`src/rtl/uart_frame_sender.sv`:
```
// Buffers FRAME_WORDS 16-bit samples, then sends them to a byte-wide UART
// transmitter as header, little-endian sample bytes and an XOR checksum.
module uart_frame_sender #(
    parameter int unsigned FRAME_WORDS = 16,
    parameter logic [7:0]  HEADER_BYTE = 8'hA5
) (
    input  logic        i_clk,
    input  logic        i_rst_n,
    input  logic        i_wr_en,
    input  logic [15:0] i_wr_data,
    output logic        o_tx_start,
    output logic [7:0]  o_tx_byte,
    input  logic        i_tx_busy,
    input  logic        i_tx_done,
    output logic        o_busy,
    output logic        o_frame_done,
    output logic        o_overflow
);

    localparam int unsigned IW = $clog2(FRAME_WORDS) + 1;
    localparam int unsigned AW = (FRAME_WORDS > 1) ? $clog2(FRAME_WORDS) : 1;
    localparam int unsigned PW = $clog2(2 * FRAME_WORDS + 2);
    localparam logic [PW-1:0] LAST_PTR = PW'(2 * FRAME_WORDS + 1);
    localparam logic [IW-1:0] FULL_M1  = IW'(FRAME_WORDS - 1);
    localparam logic [AW-1:0] LAST_RD  = AW'(FRAME_WORDS - 1);

    typedef enum logic [1:0] {
        FILL,
        SEND_REQ,
        WAIT_DONE,
        FINISH
    } state_t;

    state_t        state;
    logic [15:0]   mem [FRAME_WORDS];
    logic [IW-1:0] wr_idx;
    logic [PW-1:0] byte_ptr;
    logic [AW-1:0] rd_idx;
    logic          hi_sel;
    logic [7:0]    csum;
    logic [15:0]   rd_sample;
    logic [7:0]    cur_byte;
    logic          is_data;

    // Sample storage is never cleared; only the index is reset between frames.
    always_ff @(posedge i_clk) begin
        if (state == FILL && i_wr_en) begin
            mem[wr_idx[AW-1:0]] <= i_wr_data;
        end
    end

    always_comb begin
        rd_sample = mem[rd_idx];
        is_data   = (byte_ptr != '0) && (byte_ptr != LAST_PTR);
        if (byte_ptr == '0) begin
            cur_byte = HEADER_BYTE;
        end else if (byte_ptr == LAST_PTR) begin
            cur_byte = csum;
        end else begin
            cur_byte = hi_sel ? rd_sample[15:8] : rd_sample[7:0];
        end
    end

    always_ff @(posedge i_clk or negedge i_rst_n) begin
        if (!i_rst_n) begin
            state        <= FILL;
            wr_idx       <= '0;
            byte_ptr     <= '0;
            rd_idx       <= '0;
            hi_sel       <= 1'b0;
            csum         <= '0;
            o_tx_start   <= 1'b0;
            o_tx_byte    <= '0;
            o_busy       <= 1'b0;
            o_frame_done <= 1'b0;
            o_overflow   <= 1'b0;
        end else begin
            o_tx_start   <= 1'b0;
            o_frame_done <= 1'b0;
            if (i_wr_en && o_busy) begin
                o_overflow <= 1'b1;
            end
            case (state)
                FILL: begin
                    if (i_wr_en) begin
                        wr_idx <= wr_idx + 1'b1;
                        if (wr_idx == FULL_M1) begin
                            state  <= SEND_REQ;
                            o_busy <= 1'b1;
                        end
                    end
                end
                SEND_REQ: begin
                    if (!i_tx_busy) begin
                        o_tx_start <= 1'b1;
                        o_tx_byte  <= cur_byte;
                        if (is_data) begin
                            csum <= csum ^ cur_byte;
                        end
                        state <= WAIT_DONE;
                    end
                end
                WAIT_DONE: begin
                    if (i_tx_done) begin
                        if (byte_ptr == LAST_PTR) begin
                            state        <= FINISH;
                            o_frame_done <= 1'b1;
                        end else begin
                            byte_ptr <= byte_ptr + 1'b1;
                            state    <= SEND_REQ;
                            // Sample read pointer moves on after the high byte.
                            if (is_data) begin
                                hi_sel <= ~hi_sel;
                                if (hi_sel && rd_idx != LAST_RD) begin
                                    rd_idx <= rd_idx + 1'b1;
                                end
                            end
                        end
                    end
                end
                FINISH: begin
                    o_busy   <= 1'b0;
                    wr_idx   <= '0;
                    csum     <= '0;
                    byte_ptr <= '0;
                    rd_idx   <= '0;
                    hi_sel   <= 1'b0;
                    state    <= FILL;
                end
                default: state <= FILL;
            endcase
        end
    end

endmodule

```
`config.mk`:
```
export PLATFORM = sky130hd
export DESIGN_NAME = uart_frame_sender
export DESIGN_NICKNAME = d
export VERILOG_FILES = /design/src/rtl/uart_frame_sender.sv
export SDC_FILE = /design/constraint.sdc
export NUM_CORES = 1
export LEC_CHECK = 0
export CORE_MARGIN = 4
export CORE_UTILIZATION = 61
export DETAILED_ROUTE_END_ITERATION = 10
export PLACE_DENSITY = 0.87
export SLEW_MARGIN = 10
export SYNTH_ARGS = -nofsm -noshare
export SYNTH_HDL_FRONTEND = slang
export SYNTH_SLANG_ARGS = --single-unit
```
`constraint.sdc`:
```
create_clock -name i_clk -period 2.3 [get_ports i_clk]
set_clock_uncertainty 0.1 [all_clocks]
set_input_delay 0.23 -clock i_clk [delete_from_list [all_inputs] [get_ports i_clk]]
set_output_delay 0.23 -clock i_clk [all_outputs]
set_load 0.005 [all_outputs]
```
==> results.toml, run 1 <==
[synth]
yosys_warnings = 0
synthFlopType = "edfxtp_1"
syn_avg_cell_area_um2 = 16.3
synth_cell_types = 45
synth_seq_cells = 294
seq_area_frac_synth_pct = 72.4
synth_edf_count = 256
synth_area_um2 = 11900
synthCells = 730
async_reset_ff_share_pct = 12.9
synth.net_count = 760

[global_route]
grt_max_degree = 39
grt_overflow_total = 0
grt_pass1_vias = 7305
antenna_found_initial = 0
grtUsageTotal_pct = 26.9
grt_pass1_wl_um = 44400

[place]
dp_hpwl_um = 16500
port_buffers = 32
dp_cells = 1043
place.gp.congestion = 0.872
post-place-ws_ps = -70.4

[floorplanning]
start_util_pct = 63.0
die_y_um = 148
ios = 33
core_area_um2 = 19000
die_area_um2 = 21900
die_w_um = 148
placementRows = 50

[power]
fin_total_pwr_w = 0.0172
ir_drop_mv = 0.677
power-per-cell-area_nw_per_um2 = 1230
p_leak_nw = 5.11

[routing]
vias_per_cell = 6.44
wl_met3_um = 2790
drtPass1Iterations = 5
antenna_left = 0
vias = 7105
wl_met2_um = 14300
remaining_drc_errors = 0
routed_wl_um = 28600
top_layer = "met4"
wl_per_cell_um = 25.9
drt_iter0_drc = 902
drt-met1-wl_um = 10400

[final_layout]
area_growth_pct = 17.3
fin_nets = 852
layout-drive-gt1-share_pct = 17.3
stdcell_count = 1104
diodes = 0

[worst_setup_path]
worstPathCellList = "buf_4 > mux4_1 > a221oi_2 > nand3_2 > a21oi_1 > a31o_2"
worst_ep_required_time_ps = 2680
timing.rr.start = "rd_idx[0]$_DFFE_PN0P_"
cpPeakStageDelay_ps = 650
critPathMaxFanout = 14
cp_slowest_cell = "mux4_1"
reg2reg_setup_slack_ps = -80
crit_arrival_ps = 2760
reg2reg_depth = 6
r2r-end = "csum[5]$_DFFE_PN0P_"
start_kind = "register"
worstSetupEndpointType = "register"
crit_type = "reg -> reg"

[clocking]
clock_latency_ps = 540
clock_path_buffers = 3
cts_root_buffer = "clkbuf_16"
cts_sinks = 294
cts_tree = "yes"
cts_buffers = 28
htreeDepth = 1
clk_transition_reported_paths_ps = 70

[sta]
rsz0062_at_grt = "true"
worstMarginPinSlew_ps = 842
hold_ws_ps = 197
min_period_ps = 2380
max_freq_mhz = 419
hold_viol_final = 0
timing.final.ws_setup_ps = -84.3
timing.final.crit_share_pct = 104
setup_viol = 5
slew_headroom_pct = 43.9
finalMaxSlewViolations = 0

[outcome]
status = "complete, but fails checks"
violations = "setup timing"

[hold_path]
holdCritPathClass = "in -> reg"
whs_path_depth = 3
hold_start = "i_tx_done"
worstHoldEndpoint = "o_frame_done$_DFF_PN0_"

[run]
cap_violations = 0
worst max-delay path: cells and delay by family, from the launching register on:
kind,cells,cell delay (ps)
and+or+nand+nor,1,160
AOI/OAI and AO/OA,3,730
muxes,1,650
buffers and inverters,1,260
DFF,1,420
stage by stage:
| step | TNS [ps] | utilization [%] | cell area, µm² |
|---|---|---|---|
| 6_report | -192 | 73.9 | 14000 |
| 5_1_grt | -759 | 73.9 | 14000 |
| 4_1_cts | -100 | 73.8 | 14000 |
| 3_5_place_dp | -232 | 68.2 | 12900 |
| 3_3_place_gp | 0 | 68.2 | 12900 |
| 2_1_floorplan | 0 | - | 11900 |
power by group:
group	internal [W]	leakage (nW)	total [W]	switching, W
clock network	0.00265	0.446	0.00456	0.00191
logic	0.00242	1.88	0.00555	0.00313
registers	0.00659	2.78	0.00709	0.000504
total	0.0117	5.11	0.0172	0.00554
logic make-up (layout without fill, tap and decap cells):
kind of cell               after synthesis  after routing  synth area share, %
xor gates and xnor gates                 7              7                0.514
and+or+nand+nor                        151            151                 6.54
adders and majority gates                9              9                0.944
muxes                                  114            114                 11.3
AOI/OAI and AO/OA                      108            108                 6.21
DFF                                    294            294                 72.4
buffers and inverters                   47            161                 2.08
final cells by class:
class                   count  area (µm²)
repair buffers             98         966
flip-flops and latches    294        8640
well taps                 260         325
multi-input cells         389        3110
clock buffers              36         752
fillers                  1013        4950
inverters                  11        41.3
clock inverters            16         165
Yosys cell counts (all sizes together) (2+ instances only):
master     n  area, µm²
clkbuf    14       52.6
a2bb2oi    4       35.0
nand2b     5       31.3
nor3       2       10.0
nor2      24       90.1
nand4      7       43.8
and3       6       37.5
a22oi     32        240
nand2     33        124
o21ai     19       95.1
and2      22        138
a221oi     4       60.1
a22o       5       43.8
nor2b      7       43.8
and4       4       35.0
xor2       7       61.3
o221ai     4       35.0
mux4      16        372
dfrtp     38        951
a21o       2       15.0
buf       22        154
mux2i     97        971
nor3b      2       15.0
a21oi     30        150
a31o       4       35.0
edfxtp   256       7690
inv       11       41.3
ha         9        113
or3        5       31.3
or2        2       12.5
nand3     31        160
metal layers:
metal	track usage, %	up-vias
met4	10.2	0
met5	0	-
li1	-	3023
met1	37.5	3526
met2	44.2	470
met3	3.46	86
state kept, by name, summed over array words and instances (netlist names):
name          flops
wr_idx            5
hi_sel            1
byte_ptr          6
o_frame_done      1
o_tx_start        1
o_tx_byte         8
csum              8
mem             256
o_overflow        1
rd_idx            4
state             2
o_busy            1
layout by cell type (no fill, tap or decap), types with 15 or more instances in the layout:
cell	count
a21oi_1	29
mux2i_1	97
nand2_1	33
and2_1	21
o21ai_0	15
a22oi_1	29
clkbuf_16	29
edfxtp_1	256
dfrtp_1	36
nor2_1	22
clkdlybuf4s50_1	31
buf_4	50
nand3_1	28
how the worst max path moves through the flow:
| stage | slack [ps] | start | end |
|---|---|---|---|
| global route | -150 | rd_idx[0]$_DFFE_PN0P_ | csum[5]$_DFFE_PN0P_ |
| global placement | 40 | rd_idx[1]$_DFFE_PN0P_ | csum[4]$_DFFE_PN0P_ |
| floorplan | 240 | rd_idx[0]$_DFFE_PN0P_ | o_tx_byte[0]$_DFFE_PN0P_ |
| finish | -80 | rd_idx[0]$_DFFE_PN0P_ | csum[5]$_DFFE_PN0P_ |
| CTS | -60 | rd_idx[0]$_DFFE_PN0P_ | o_tx_byte[5]$_DFFE_PN0P_ |
| detailed placement | -70 | rd_idx[1]$_DFFE_PN0P_ | csum[4]$_DFFE_PN0P_ |
repair_timing:
| item | in CTS | in global routing |
|---|---|---|
| cloned | 1 | 0 |
| resized for setup | 14 | 10 |
| setup endpoints to repair | 14 | 15 |
| buffers inserted | 7 | 1 |
| pin swaps | 4 | 9 |
| hold buffers | 1 | 0 |
| endpoints found under the hold margin | 38 | 0 |
Power figures use the tool's default switching activity.
==> run 2, diff against run 1 <==
--- a/config.mk
+++ b/config.mk
@@ -6,9 +6,10 @@
 export NUM_CORES = 1
 export LEC_CHECK = 0
 export CORE_MARGIN = 4
-export CORE_UTILIZATION = 61
+export CORE_UTILIZATION = 50
 export DETAILED_ROUTE_END_ITERATION = 10
-export PLACE_DENSITY = 0.87
+export HOLD_SLACK_MARGIN = 0.1
+export PLACE_DENSITY = 0.75
 export SLEW_MARGIN = 10
 export SYNTH_ARGS = -nofsm -noshare
 export SYNTH_HDL_FRONTEND = slang
==> results.toml, run 2 (same netlist as run 1, synthesis figures left out) <==
[outcome]
status = "complete, but fails checks"
violations = "setup timing"

[sta]
min_period_ps = 2330
max_freq_mhz = 430
timing.final.crit_share_pct = 101
slew_headroom_pct = 49.4
worstMarginPinSlew_ps = 757
timing.final.ws_setup_ps = -26.8
finalMaxSlewViolations = 0
setup_viol = 2
hold_viol_final = 0
rsz0062_at_grt = "true"
final.setup.tns_ps = -53.3

[final_layout]
nFillCells = 1686
diodes = 0
postLayoutCellArea_um2 = 14200
final_cell_mix = "edfxtp_1, mux2i_1, dfrtp_1, buf_4, nand2_1"
area_growth_pct = 19.1
layout-drive-gt1-share_pct = 17.1
stdcell_count = 1161
largest_reg_flops = 256
fin_nets = 853
final_common_cell = "edfxtp_1"

[power]
p_leak_nw = 5.15
ir_drop_mv = 0.928
power-per-cell-area_nw_per_um2 = 1200

[global_route]
grtUsageTotal_pct = 19.0
grt_pass1_wl_um = 38400
grt_max_degree = 37
antenna_found_initial = 0
grt_pass1_vias = 6632
grt_overflow_total = 0

[floorplanning]
placementRows = 56
start_util_pct = 50.8
ios = 33
die_w_um = 163
die_area_um2 = 26400
core_area_um2 = 23500
die_y_um = 163

[clocking]
htreeDepth = 1
clock_path_buffers = 3
cts_sinks = 294
cts_tree = "yes"
cts_root_buffer = "clkbuf_16"
clk_transition_reported_paths_ps = 60
cts_buffers = 29
clock_latency_ps = 550

[worst_setup_path]
reg2reg_depth = 8
start_kind = "register"
crit_type = "reg -> reg"
worstPathCellList = "buf_12 > buf_12 > mux4_2 > a22o_1 > a221oi_4 > nand3_2 > o221ai_2 > o21ai_1"
worst_ep_required_time_ps = 2620
crit_arrival_ps = 2650
reg2reg_setup_slack_ps = -30
critPathMaxFanout = 7
cp_slowest_cell = "mux4_2"
r2r-end = "o_tx_byte[0]$_DFFE_PN0P_"
timing.rr.start = "rd_idx[0]$_DFFE_PN0P_"
cpPeakStageDelay_ps = 520
worstSetupEndpointType = "register"
crit_path_frequent_cell = "buf_12"

[place]
dp_hpwl_um = 15500
place_area_um2 = 13100
place.gp.congestion = 0.831
dp_cells = 1096
port_buffers = 32

[routing]
wl_per_cell_um = 22.4
vias_per_cell = 5.79
remaining_drc_errors = 0
routed_wl_um = 26000
drt_iter0_drc = 719
antenna_left = 0
drtPass1Iterations = 5
vias = 6722

[hold_path]
holdCritPathClass = "in -> async"

[run]
cap_violations = 0
==> run 2: cell count changes in the layout (fill, tap and decap cells not counted), moves of 5 or more <==
| cell | delta |
|---|---|
| clkbuf_1 | -6 |
| buf_12 | +13 |
| buf_4 | -14 |
| clkinv_2 | +5 |
==> run 2: worst max-delay path by stage <==
stage                          startpoint                  endpoint  cells after the start
detailed placement  rd_idx[0]$_DFFE_PN0P_  o_tx_byte[5]$_DFFE_PN0P_                      7
finish              rd_idx[0]$_DFFE_PN0P_  o_tx_byte[0]$_DFFE_PN0P_                      8
global placement    rd_idx[0]$_DFFE_PN0P_  o_tx_byte[5]$_DFFE_PN0P_                      7
CTS                 rd_idx[0]$_DFFE_PN0P_  o_tx_byte[5]$_DFFE_PN0P_                      7
global route        rd_idx[1]$_DFFE_PN0P_  o_tx_byte[2]$_DFFE_PN0P_                      9
floorplan           rd_idx[0]$_DFFE_PN0P_  o_tx_byte[0]$_DFFE_PN0P_                      8
==> run 2: routing by layer <==
metal / up-vias / track usage, % / share of wire, %
li1: 3038 / - / -
met1: 3406 / 27.7 / 43
met2: 235 / 30.5 / 48
met3: 43 / 2.76 / 6.6
met4: 0 / 5.00 / 2.4
met5: - / 0 / 0
==> run 2: cell type report <==
class	instances	area (µm²)	area share [%]
well taps	319	399	2.81
multi-input cells	389	3100	21.8
clock buffers	30	729	5.13
repair buffers	98	1160	8.13
flip-flops and latches	294	8640	60.8
clock inverters	20	149	1.05
inverters	11	41.3	0.290
==> run 2: timing repair <==
| action | in CTS | in global routing |
|---|---|---|
| pin swaps | 1 | 11 |
| endpoints found under the setup margin | 8 | 12 |
| hold endpoints to repair | 32 | 0 |
| gates resized for setup | 1 | 22 |
| hold buffers | 1 | 0 |
| setup buffers | 6 | 7 |
| gates cloned | 0 | 1 |
==> run 2: metrics by stage <==
step | hold WS (ps) | setup slack (ps) | utilization [%] | power, W
floorplan | -166 | 241 | - | 0.0103
global placement | 241 | -31.7 | 55.8 | 0.0120
detailed placement | 246 | -57.7 | 55.8 | 0.0122
CTS | 174 | -3.79 | 59.8 | 0.0167
global route | 208 | -93.6 | 60.6 | 0.0179
finish | 194 | -26.8 | 60.6 | 0.0171
==> run 2: worst max-delay path, delay by kind of cell, from the launching register on <==
kind | cells | cell delay, ps
AND/OR/NAND/NOR | 1 | 150
buffers and inverters | 2 | 290
flip-flops | 1 | 410
multiplexers | 1 | 520
AO/OA/AOI/OAI | 4 | 730
==> run 2: where the power goes <==
| group | internal, W | switching, W | total [W] |
|---|---|---|---|
| sequential | 0.00658 | 0.000404 | 0.00699 |
| clock | 0.00250 | 0.00188 | 0.00439 |
| combinational | 0.00270 | 0.00300 | 0.00570 |
| total | 0.0118 | 0.00528 | 0.0171 |
==> run 3, diff against run 2 <==
--- a/config.mk
+++ b/config.mk
@@ -6,10 +6,10 @@
 export NUM_CORES = 1
 export LEC_CHECK = 0
 export CORE_MARGIN = 4
-export CORE_UTILIZATION = 50
+export CORE_UTILIZATION = 40
 export DETAILED_ROUTE_END_ITERATION = 10
 export HOLD_SLACK_MARGIN = 0.1
-export PLACE_DENSITY = 0.75
+export PLACE_DENSITY = 0.64
 export SLEW_MARGIN = 10
 export SYNTH_ARGS = -nofsm -noshare
 export SYNTH_HDL_FRONTEND = slang
==> results.toml, run 3 (same netlist as run 1, synthesis figures left out) <==
[power]
switching_share_pct = 30.6
power_frac_seq_pct = 40.7
ir_drop_mv = 0.758
p_int_w = 0.0119
fin_total_pwr_w = 0.0172
pwr-share-clk_pct = 27.4
netSwitchingPower_w = 0.00527
power-per-cell-area_nw_per_um2 = 1200
comb_power_share_pct = 32.0
p_leak_nw = 5.18

[global_route]
grt_max_degree = 22
grt_overflow_total = 0
grt_pass1_vias = 6483
antenna_found_initial = 0
grt_pass1_wl_um = 39300
grtUsageTotal_pct = 15.5

[place]
place_area_um2 = 13300
port_buffers = 32
post-place-ws_ps = -91.8
place.gp.congestion = 0.828
dp_hpwl_um = 16100

[final_layout]
area_growth_pct = 20.6
final_common_cell = "edfxtp_1"
postLayoutCellArea_um2 = 14400
fin_nets = 859
diodes = 0
final_cell_mix = "edfxtp_1, mux2i_1, buf_4"
largest_reg_flops = 256
layout-drive-gt1-share_pct = 17.0

[floorplanning]
start_util_pct = 41.0
die_y_um = 181
ios = 33
placementRows = 62
die_w_um = 181
core_area_um2 = 29100
die_area_um2 = 32700

[sta]
timing.final.ws_setup_ps = 23.9
finalMaxSlewViolations = 0
rsz0062_at_grt = "true"
hold_viol_final = 0
timing.final.crit_share_pct = 99.0
slew_headroom_pct = 50.9
worstMarginPinSlew_ps = 734
final.setup.tns_ps = 0
setup_viol = 0
min_period_ps = 2280
max_freq_mhz = 439

[run]
cap_violations = 0

[worst_setup_path]
reg2reg_depth = 6
crit_buf_inv = 1
worst_ep_required_time_ps = 2630
worstSetupEndpointType = "register"
start_kind = "register"
cpPeakStageDelay_ps = 620
reg2reg_setup_slack_ps = 20
cp_slowest_cell = "mux4_1"
critPathMaxFanout = 7
r2r-end = "o_tx_byte[7]$_DFFE_PN0P_"
timing.rr.start = "rd_idx[0]$_DFFE_PN0P_"
crit_type = "reg -> reg"
crit_family = "compound AO/OA/AOI/OAI gates"
crit_arrival_ps = 2610
worstPathCellList = "buf_12 > mux4_1 > a221oi_4 > nand3_2 > o221ai_1 > o21ai_0"

[routing]
remaining_drc_errors = 0
antenna_left = 0
vias = 6594
wl_per_cell_um = 20.8
drt_iter0_drc = 598
routed_wl_um = 25800
vias_per_cell = 5.33
drtPass1Iterations = 4

[clocking]
cts_root_buffer = "clkbuf_16"
clock_latency_ps = 570
clk_transition_reported_paths_ps = 60
htreeDepth = 1
clock_path_buffers = 3
cts_buffers = 31
cts_tree = "yes"
cts_sinks = 294

[hold_path]
whs_path_depth = 3
hold_start = "i_tx_done"
holdCritPathClass = "in -> reg"
worstHoldEndpoint = "o_frame_done$_DFF_PN0_"

[outcome]
status = "complete, no violations"
==> run 3: how the worst max path moves through the flow <==
stage	start	endpoint	slack, ps	depth (start not counted)
after CTS	rd_idx[0]$_DFFE_PN0P_	o_tx_byte[7]$_DFFE_PN0P_	20	6
after detailed placement	rd_idx[0]$_DFFE_PN0P_	o_tx_byte[7]$_DFFE_PN0P_	-90	6
after global placement	rd_idx[1]$_DFFE_PN0P_	o_tx_byte[5]$_DFFE_PN0P_	-60	8
final	rd_idx[0]$_DFFE_PN0P_	o_tx_byte[7]$_DFFE_PN0P_	20	6
after global routing	rd_idx[0]$_DFFE_PN0P_	csum[0]$_DFFE_PN0P_	-40	7
after floorplan	rd_idx[0]$_DFFE_PN0P_	o_tx_byte[0]$_DFFE_PN0P_	240	8
==> run 3: power groups by stage <==
stage,Clock (W),Combinational [W],Sequential (W)
after CTS,0.00480,0.00536,0.00700
after global routing,0.00501,0.00595,0.00708
final,0.00471,0.00550,0.00700
after global placement,0,0.00514,0.00714
after floorplan,0,0.00337,0.00695
after detailed placement,0,0.00517,0.00717
==> run 3: cell type report <==
type	instances	area [µm²]
Clock buffer	42	837
Clock inverter	15	131
Fill cell	2423	14700
Inverter	11	41.3
Multi-Input combinational cell	389	3120
Sequential cell	294	8640
Tap cell	384	480
Timing Repair Buffer	102	1140
==> run 3: per-stage QoR <==
stage | util (%) | hold slack (ps) | cells
after floorplan | - | -166 | 730
after global placement | 45.6 | 95.7 | 1172
after detailed placement | 45.6 | 89.4 | 1172
after CTS | 49.2 | 131 | 1235
after global routing | 49.5 | 181 | 1237
final | 49.5 | 149 | 1237
==> run 3: worst register-to-register path, cell delays in order, from the launching register on <==
cell and delay [ps]:
dfrtp_2 450, buf_12 150, mux4_1 620, a221oi_4 360, nand3_2 170, o221ai_1 180
o21ai_0 110
==> run 3: what timing repair did <==
item,CTS,global route
endpoints found under the hold margin,38,0
pin swaps,0,7
hold buffers,3,0
gates resized for setup,2,20
setup endpoints to repair,8,12
setup buffers,3,2
==> run 3: per-layer routing <==
layer | part of all wire, % | track usage, % | vias to the layer above
met2 | 47 | 24.9 | 160
met4 | 2.1 | 3.48 | 0
met3 | 5.7 | 2.67 | 37
met5 | 0 | 0 | -
li1 | - | - | 3047
met1 | 45 | 22.3 | 3350
